<file path="src/rtl/nes_controller_reader.sv">
// Serial reader for an NES joypad: drives LATCH/PULSE, shifts in 8 active-low bits and
// presents them as an active-high parallel byte with a one-cycle valid strobe.
module nes_controller_reader #(
    parameter int unsigned CLK_DIV = 100,
    parameter int unsigned NUM_BTN = 8
) (
    input  logic       clk_i,
    input  logic       rst_i,
    input  logic       start_i,
    input  logic       ctrl_data_i,
    output logic       ctrl_latch_o,
    output logic       ctrl_pulse_o,
    output logic [7:0] buttons_o,
    output logic       valid_o,
    output logic       busy_o
);

    localparam int unsigned CntW = $clog2(2 * CLK_DIV);
    localparam logic [CntW-1:0] PhaseLast = CntW'(CLK_DIV - 1);
    localparam logic [CntW-1:0] LatchLast = CntW'(2 * CLK_DIV - 1);
    localparam logic [2:0] IdxLast = 3'(NUM_BTN - 1);

    typedef enum logic [2:0] {
        StIdle,
        StLatch,
        StRead,
        StPulseHi,
        StDone
    } state_e;

    state_e          state_q, state_d;
    logic [CntW-1:0] cnt_q, cnt_d;
    logic [2:0]      idx_q, idx_d;
    logic [7:0]      shadow_q, shadow_d;
    logic [7:0]      buttons_q, buttons_d;
    logic [1:0]      sync_q;
    logic            sync_data;

    // Pad data is asynchronous to clk; idle level of the line is high.
    always_ff @(posedge clk_i or posedge rst_i) begin
        if (rst_i) begin
            sync_q <= 2'b11;
        end else begin
            sync_q <= {sync_q[0], ctrl_data_i};
        end
    end

    assign sync_data = sync_q[1];

    always_ff @(posedge clk_i or posedge rst_i) begin
        if (rst_i) begin
            state_q   <= StIdle;
            cnt_q     <= '0;
            idx_q     <= '0;
            shadow_q  <= '0;
            buttons_q <= '0;
        end else begin
            state_q   <= state_d;
            cnt_q     <= cnt_d;
            idx_q     <= idx_d;
            shadow_q  <= shadow_d;
            buttons_q <= buttons_d;
        end
    end

    always_comb begin
        state_d   = state_q;
        cnt_d     = cnt_q + CntW'(1);
        idx_d     = idx_q;
        shadow_d  = shadow_q;
        buttons_d = buttons_q;
        unique case (state_q)
            StIdle: begin
                cnt_d = '0;
                if (start_i) begin
                    state_d = StLatch;
                    idx_d   = '0;
                end
            end
            StLatch: begin
                if (cnt_q == LatchLast) begin
                    state_d = StRead;
                    cnt_d   = '0;
                end
            end
            StRead: begin
                if (cnt_q == PhaseLast) begin
                    shadow_d[idx_q] = ~sync_data;
                    cnt_d           = '0;
                    if (idx_q == IdxLast) begin
                        // Last bit merged straight into the visible result in the same edge.
                        buttons_d = shadow_d;
                        state_d   = StDone;
                    end else begin
                        idx_d   = idx_q + 3'd1;
                        state_d = StPulseHi;
                    end
                end
            end
            StPulseHi: begin
                if (cnt_q == PhaseLast) begin
                    state_d = StRead;
                    cnt_d   = '0;
                end
            end
            StDone: begin
                state_d = StIdle;
                cnt_d   = '0;
            end
            default: begin
                state_d = StIdle;
                cnt_d   = '0;
            end
        endcase
    end

    assign ctrl_latch_o = (state_q == StLatch);
    assign ctrl_pulse_o = (state_q == StPulseHi);
    assign valid_o      = (state_q == StDone);
    assign busy_o       = (state_q != StIdle);
    assign buttons_o    = buttons_q;

endmodule
</file>
<file path="config.mk">
export PLATFORM = sky130hd
export DESIGN_NAME = nes_controller_reader
export DESIGN_NICKNAME = d
export VERILOG_FILES = /design/src/rtl/nes_controller_reader.sv
export SDC_FILE = /design/constraint.sdc
export NUM_CORES = 1
export LEC_CHECK = 0
export CAP_MARGIN = 20
export CORE_MARGIN = 8
export CORE_UTILIZATION = 35
export DETAILED_ROUTE_END_ITERATION = 16
export PLACE_DENSITY = 0.54
export SETUP_SLACK_MARGIN = 0.3
export SYNTH_ARGS = -nofsm -noshare
export SYNTH_HDL_FRONTEND = slang
export SYNTH_SLANG_ARGS = --single-unit
</file>
<file path="constraint.sdc">
create_clock -name clk_i -period 3.1 [get_ports clk_i]
set_input_delay 0.31 -clock clk_i [delete_from_list [all_inputs] [get_ports clk_i]]
set_output_delay 0.31 -clock clk_i [all_outputs]
set_load 0.01 [all_outputs]
</file>
==> impl_metrics.tcl, run 1 <==
set metrics [dict create \
    worstPathCellList "nor3b_1 > clkdlybuf4s50_1" \
    clock_latency_ps 280 \
    reg2reg_to "cnt_q[1]" \
    synth-seq-cells 32 \
    async_flop_share_pct 100 \
    peakVddDrop_mv 0.219 \
    antenna_cells 0 \
    drv_slew 0 \
    timing.rr.start "cnt_q[0]" \
    holdPathEnd "sync_q[1]" \
    grt_pass1_vias 1284 \
    numCtsBuffers 5 \
    core-area_mm2 0.00466 \
    finalHoldViolations 0 \
    post-route-drc-count 0 \
    gp_congestion 0.773 \
    grt_overflow_total 0 \
    start_util_pct 36.0 \
    r2r_setup_slack_ps 1320 \
    worstMarginPinSlew_ps 660 \
    finClkSkew_ps 5.81 \
    via_count 1169 \
    yosys.area.top_type "dfrtp_1" \
    max_slew_margin_pct 55.7 \
    syn_nets 150 \
    layout.area.seq_um2 803 \
    grt_pass1_wl_um 6150 \
    cp-end-kind "output port" \
    synth_most_common_cell "dfrtp_1" \
    vias_per_cell 5.36 \
    cp.arrival_ps 1720 \
    io_buffers 15 \
    max_stage_delay_ps 610 \
    rr_worst_depth 4 \
    fp-row-count 25 \
    die_h_um 85.3 \
    start_kind "register" \
    cts_tree "built" \
    cts_buffer_depth 2 \
    synth_edf_count 0 \
    multi_input_area_um2 790 \
    cpLargestDelayFamily "buffers and inverters" \
    powerDensity_mw_per_mm2 387 \
    hold_class "reg -> reg" \
    synth_cells 143 \
    ys_types 39 \
    grt_max_degree 33 \
    cts-resized-gates 0 \
    synthTopCellsByCount "30 x dfrtp_1, 19 x mux2i_1, 14 x inv_1" \
    synthesis.area_mm2 0.00168 \
    h-tree-depth 2 \
    avgSynthCellArea_um2 11.7 \
    ant_nets 0 \
    synth.area.top_cells "dfrtp_1 45%, mux2i_1 11%, mux2_2 5.4%" \
    drt_first_iter_violations 118 \
    ios 16 \
    postRouteWirelength_um 3450 \
    ys_warn_count 0 \
    rsz0062_at_grt "false" \
    min_path_cells 0 \
    synth_ff_type "dfrtp_1" \
    layoutNonFillerInstCount 218 \
    setup_viol 0 \
    post_cts_buffers 0 \
    fmax_ghz 0.492 \
    worst_path_max_delay_cell "clkdlybuf4s50_1" \
    status "complete, no violations" \
    path_clk_slew_ps 70 \
    areaGrowthSynthToFinish_pct 17.7 \
    p_total_mw 0.765 \
    n_fill_cell 445 \
    worst-setup-path-type "reg -> out" \
    placedCellCount 210 \
    critPathMaxFanout 9 \
    layout_min_cycle_time_ps 2030 \
    fin_setup_tns_ps 0 \
    drt-wirelength-per-cell_um 15.8 \
    seq_area_frac_synth_pct 47.8 \
    cap_violations 0 \
    hp-start "sync_q[0]" \
    cts_hold_buffers 0 \
    place_hpwl_um 2380 \
    antenna_found_initial 0 \
    drive_gt1_share_pct 17.1 \
    grt_usage_pct 10.5 \
    nNetsFinal 170 \
    worst-path-buf-inv 1 \
    required_ps 2790 \
    dieWidth_um 85.3 \
    fin_crit_sh_pct 65.6 \
    clockRootBuffer "clkbuf_8" \
    yosys.area.top_type_share_pct 44.7 \
    p_leak_nw 0.915 \
    first_pass_iters 4 \
    dieArea_mm2 0.00727 \
    clock_sinks 32 \
]
[worst max-delay path by stage]
stage / end / cells past startpoint / start / slack [ps]
5_1_grt: ctrl_latch_o / 2 / state_q[2] / 960
6_report: ctrl_latch_o / 2 / state_q[2] / 1070
3_5_place_dp: cnt_q[1] / 4 / cnt_q[0] / 1330
2_1_floorplan: cnt_q[2] / 5 / cnt_q[0] / 1450
4_1_cts: ctrl_latch_o / 2 / state_q[2] / 1050
3_3_place_gp: idx_q[0] / 4 / start_i / 1390
[kinds of logic (layout without fill, tap and decap cells)]
group	after synthesis	in the layout	synth area share, %
AO/OA/AOI/OAI	16	16	7.67
buffers and inverters	19	40	5.14
AND/OR/NAND/NOR	43	43	18.9
flip-flops	32	32	47.8
adder cells (fa/ha/maj)	3	3	2.24
multiplexers	27	27	16.7
XOR/XNOR	3	3	1.57
[cell usage in the layout (no fill, tap or decap), types with 2 or more instances in the layout]
cell | netlist | final
a2111oi_2 | 2 | 2
a21oi_1 | 3 | 3
a22oi_1 | 3 | 3
and2_1 | 2 | 2
and3b_1 | 3 | 3
buf_4 | 2 | 3
clkbuf_1 | 2 | 2
clkbuf_8 | 0 | 6
clkdlybuf4s50_1 | 0 | 15
dfrtp_1 | 30 | 30
dfstp_2 | 2 | 2
ha_1 | 3 | 3
inv_1 | 14 | 14
mux2_2 | 8 | 8
mux2i_1 | 19 | 19
nand2_1 | 5 | 5
nand3_1 | 3 | 3
nand4_1 | 9 | 9
nor3b_1 | 4 | 4
nor3b_2 | 2 | 2
o21ai_0 | 3 | 3
or3_1 | 4 | 4
xnor2_1 | 2 | 2
[sequential cells by signal, summed over array words and instances, names as in the netlist]
| register | count |
|---|---|
| shadow_q | 8 |
| idx_q | 3 |
| state_q | 3 |
| sync_q | 2 |
| buttons_o | 8 |
| cnt_q | 8 |
[through the flow]
stage	util [%]	setup slack [ps]	instance area, um2	hold WS [ps]
floorplan	-	1450	1680	314
global placement	40.5	1390	1890	347
detailed placement	40.5	1330	1890	352
CTS	42.4	1050	1980	361
global route	42.4	965	1980	364
finish	42.4	1070	1980	360
[where the power goes]
group	leakage [nW]	switching [mW]	total (mW)	internal, mW
clock	0.0455	0.147	0.328	0.181
combinational	0.465	0.00870	0.0137	0.00503
sequential	0.405	0.00303	0.423	0.420
total	0.915	0.158	0.765	0.606
[cell type report]
class	instances	share of cell area, %
clock buffer	8	4.56
tap	54	3.42
timing repair buffer	18	8.74
inverter	14	2.66
sequential	32	40.7
multi-input combinational	92	40.0
[per-layer routing]
metal / track usage, % / part of all wire (%)
met1: 12.9 / 48
met2: 16.3 / 46
met3: 4.05 / 5.0
met4: 3.50 / 0.55
met5: 0 / 0
No activity file was read; power rests on OpenSTA's default activity.
==> run 2, diff against run 1 <==
- clock period: 3.1 -> 2 ns (I/O delays scaled with it)
==> impl_metrics.tcl, run 2 (synthesized netlist as in run 1, its figures left out) <==
set metrics [dict create \
    n_fill_cell 435 \
    post_dp_cell_area_mm2 0.00189 \
    p_leak_nw 0.999 \
    antenna_cells 0 \
    peakVddDrop_mv 0.417 \
    combinationalPowerShare_pct 1.6 \
    start_kind "register" \
    postRouteWirelength_um 3520 \
    layout.area.seq_um2 810 \
    setup_viol 0 \
    switchingPower_mw 0.259 \
    worst-setup-path-type "reg -> out" \
    numCtsBuffers 5 \
    antenna_found_initial 0 \
    intPower_mw 1.10 \
    r2r_setup_slack_ps 400 \
    fmax_ghz 0.611 \
    powerDensity_mw_per_mm2 639 \
    clock_latency_ps 280 \
    finalHoldViolations 0 \
    drive_gt1_share_pct 28.0 \
    cap_violations 0 \
    first_pass_iters 4 \
    cp.arrival_ps 1440 \
    ant_nets 0 \
    grt_usage_pct 10.7 \
    critPathMaxFanout 4 \
    p_total_mw 1.36 \
    final_common_cell "dfrtp_1" \
    cts_hold_buffers 0 \
    rr_worst_depth 4 \
    clockRootBuffer "clkbuf_8" \
    fin_crit_sh_pct 81.8 \
    clock_sinks 32 \
    required_ps 1800 \
    die_h_um 85.3 \
    cp-end-kind "output port" \
    core-area_mm2 0.00466 \
    multi_input_area_um2 815 \
    place_hpwl_um 2410 \
    start_util_pct 36.0 \
    reg2reg_to "buttons_o[1]" \
    finClkSkew_ps 5.21 \
    drv_slew 0 \
    io_buffers 15 \
    dieWidth_um 85.3 \
    pwr-share-seq_pct 48.3 \
    worstMarginPinSlew_ps 417 \
    worst-path-buf-inv 2 \
    path_clk_slew_ps 70 \
    final_cell_mix "25 x dfrtp_1, 19 x mux2i_1, 14 x inv_1, 14 x buf_4, 11 x clkdlybuf4s50_1" \
    drt-wirelength-per-cell_um 15.4 \
    fin_setup_tns_ps 0 \
    worst_path_max_delay_cell "dfrtp_2" \
    max_slew_margin_pct 72.2 \
    max_stage_delay_ps 430 \
    critPathCapture "busy_o" \
    cpLargestDelayFamily "buffers and inverters" \
    rsz0062_at_grt "false" \
    vias_per_cell 5.34 \
    status "complete, no violations" \
    hold_class "in -> async" \
    cts_buffer_depth 2 \
    fp-row-count 25 \
    crit_cells 3 \
    cts_tree "built" \
    drt_first_iter_violations 62 \
    switching_share_pct 19.1 \
    via_count 1223 \
    worstPathCellList "buf_4 > or3_1 > dlygate4sd2_1" \
    grt_pass1_wl_um 6330 \
    nNetsFinal 181 \
    post-route-drc-count 0 \
    grt_max_degree 33 \
    p_clk_share_pct 50.2 \
    fin_area_mm2 0.00212 \
    ios 16 \
    grt_overflow_total 0 \
    timing.rr.start "state_q[0]" \
    areaGrowthSynthToFinish_pct 26.5 \
    grt_pass1_vias 1323 \
    layout_min_cycle_time_ps 1640 \
    startpoint "state_q[2]" \
    dieArea_mm2 0.00727 \
    h-tree-depth 2 \
    gp_congestion 0.759 \
]
[run 2: metrics by stage]
stage	hold WS [ps]	utilization, %	worst slack (ps)	std cells
2_1_floorplan	204	-	352	143
3_3_place_gp	347	40.6	306	211
3_5_place_dp	351	40.6	237	211
4_1_cts	309	45.0	268	227
5_1_grt	320	45.6	313	229
6_report	306	45.6	363	229
[run 2: routing by layer]
metal  track usage [%]  part of all wire (%)  up-vias
met5                 0                     0        -
met4              4.30                   1.6        0
met3              4.05                   5.1        7
met2              17.0                    47       22
met1              12.6                    47      609
li1                  -                     -      585
[run 2: final cells by class]
| cell class | count | area share (%) |
|---|---|---|
| Clock buffer | 7 | 4.53 |
| Clock inverter | 1 | 1.41 |
| Inverter | 14 | 2.47 |
| Multi-Input combinational cell | 92 | 38.3 |
| Sequential cell | 32 | 38.1 |
| Tap cell | 54 | 3.18 |
| Timing Repair Buffer | 29 | 12.0 |
[run 2: timing repair]
item / in CTS / in global routing
endpoints found under the setup margin: 17 / 18
resized for setup: 10 / 5
pin swaps: 1 / 1
setup buffers: 8 / 2
[run 2: worst min-delay path by stage]
stage               depth (start not counted)            to   startpoint  slack (ps)
global placement                            0     sync_q[1]    sync_q[0]         350
finish                                      3  buttons_o[4]        rst_i         310
floorplan                                   0     sync_q[0]  ctrl_data_i         200
CTS                                         3  buttons_o[4]        rst_i         310
detailed placement                          0     sync_q[1]    sync_q[0]         350
global route                                1     sync_q[0]  ctrl_data_i         320
[run 2: power by group through the flow]
| stage | sequential [mW] | clock, mW | combinational [mW] |
|---|---|---|---|
| after floorplan | 0.664 | 0 | 0.0133 |
| after global placement | 0.667 | 0 | 0.0219 |
| after detailed placement | 0.668 | 0 | 0.0226 |
| after CTS | 0.655 | 0.704 | 0.0225 |
| after global routing | 0.656 | 0.742 | 0.0245 |
| final | 0.655 | 0.681 | 0.0213 |
[run 2: worst reg2reg max path: stages (launching register included)]
cell	delay, ps
dfrtp_2	420
buf_4	150
nor3b_2	340
nand4_4	240
mux2_2	340
==> run 3, diff against run 2 <==
- PLACE_DENSITY: 0.54 -> 0.56
- clock period: 2 -> 1.3 ns (I/O delays scaled with it)
==> impl_metrics.tcl, run 3 (synthesized netlist as in run 1, its figures left out) <==
set metrics [dict create \
    worst-path-buf-inv 0 \
    post_dp_cell_area_mm2 0.00215 \
    antenna_cells 0 \
    drt-wirelength-per-cell_um 15.9 \
    h-tree-depth 2 \
    dieArea_mm2 0.00727 \
    grt_overflow_total 0 \
    fp-row-count 25 \
    setup_ws_ps -251 \
    cts_buffer_depth 2 \
    core-area_mm2 0.00466 \
    clock_sinks 32 \
    vias_per_cell 5.16 \
    gp_congestion 0.764 \
    fin_crit_sh_pct 119 \
    cts_tree "built" \
    p_leak_nw 1.20 \
    io_buffers 15 \
    grt_pass1_wl_um 7060 \
    final_common_cell "buf_4" \
    ant_nets 0 \
    clock_latency_ps 290 \
    cap_violations 0 \
    max_slew_margin_pct 79.3 \
    violations "negative setup slack" \
    critPathMaxFanout 8 \
    areaGrowthSynthToFinish_pct 49.9 \
    hold_class "in -> async" \
    setup_viol 33 \
    first_pass_iters 4 \
    p_total_mw 2.10 \
    nNetsFinal 211 \
    startpoint "cnt_q[0]" \
    worstPathCellList "ha_4 > and4bb_4 > nand4_4 > mux2_4" \
    finClkSkew_ps 13.4 \
    post-route-drc-count 0 \
    fin_setup_tns_ps -5740 \
    cp-end-kind "register" \
    max_stage_delay_ps 400 \
    dieWidth_um 85.3 \
    status "finished, violations left" \
    via_count 1337 \
    peakVddDrop_mv 0.645 \
    worst-setup-path-type "reg -> reg" \
    grt_pass1_vias 1421 \
    required_ps 1470 \
    final_cell_mix "32 x buf_4, 26 x dfrtp_1, 19 x mux2i_1" \
    worstMarginPinSlew_ps 308 \
    timing.rr.start "cnt_q[0]" \
    antenna_found_initial 0 \
    postRouteWirelength_um 4110 \
    cpLargestDelayFamily "simple AND/OR/NAND/NOR gates" \
    cp.arrival_ps 1720 \
    place_hpwl_um 2720 \
    drive_gt1_share_pct 50.7 \
    numCtsBuffers 5 \
    start_kind "register" \
    clockRootBuffer "clkbuf_8" \
    fmax_ghz 0.645 \
    grt_usage_pct 12.2 \
    powerDensity_mw_per_mm2 833 \
    grt_max_degree 33 \
    layout_min_cycle_time_ps 1550 \
    start_util_pct 36.0 \
    drt_first_iter_violations 75 \
    worst_path_max_delay_cell "dfrtp_1" \
    ios 16 \
    drv_slew 0 \
    rsz0062_at_grt "true" \
    finalHoldViolations 0 \
    fin_area_mm2 0.00252 \
    path_clk_slew_ps 80 \
    die_h_um 85.3 \
]
-- run 3: cell count changes in the layout (fill, tap and decap cells not counted), sizes merged --
cell / delta
clkdlybuf4s50: -8
dlygate4sd2: -3
buf: +42
dlymetal6s2s: -1
-- run 3: through the flow --
stage	util (%)	setup WS, ps	instances	hold WS (ps)
5_1_grt	54.0	-291	259	212
2_1_floorplan	-	-197	143	134
6_report	54.0	-251	259	177
4_1_cts	51.3	-249	253	181
3_5_place_dp	46.1	-288	235	351
3_3_place_gp	46.1	-221	235	345
-- run 3: timing repair --
item	CTS	global route
setup endpoints to repair	42	34
pin swaps	13	3
cloned	0	1
endpoints found under the hold margin	0	0
hold buffers	0	0
setup buffers	10	5
resized for setup	70	14
-- run 3: layout make-up --
class | count | area [um2]
fill | 395 | 2140
multi-input combinational | 92 | 973
sequential | 32 | 808
timing repair buffer | 59 | 489
clock buffer | 7 | 96.3
tap | 54 | 67.6
inverter | 14 | 52.6
clock inverter | 1 | 30.0
-- run 3: report_power, final --
| part | internal (mW) | total [mW] | switching (mW) |
|---|---|---|---|
| registers | 1.00 | 1.01 | 0.00705 |
| logic | 0.0163 | 0.0385 | 0.0222 |
| clock network | 0.676 | 1.05 | 0.374 |
| total | 1.69 | 2.10 | 0.403 |
-- run 3: path summary, 6_finish.rpt --
path                                endpoint  slack (ps)  depth (start not counted)
max in group asynchronous          sync_q[1]         870                          3
worst min register to register     sync_q[1]         360                          0
worst min-delay path             shadow_q[1]         180                          3
worst max register to register  buttons_o[1]        -250                          4
worst max-delay path            buttons_o[1]        -250                          4
min in group clk_i                 sync_q[0]         250                          1
-- run 3: worst min-delay path: cells and delay by family --
kind                   cells  cell delay (ps)
buffers and inverters      3              690
-- run 3: metal layers --
| metal | track usage, % | part of all wire, % |
|---|---|---|
| met5 | 0 | 0 |
| met3 | 3.96 | 3.2 |
| met1 | 14.9 | 44 |
| met2 | 20.2 | 52 |
| met4 | 3.34 | 1.1 |
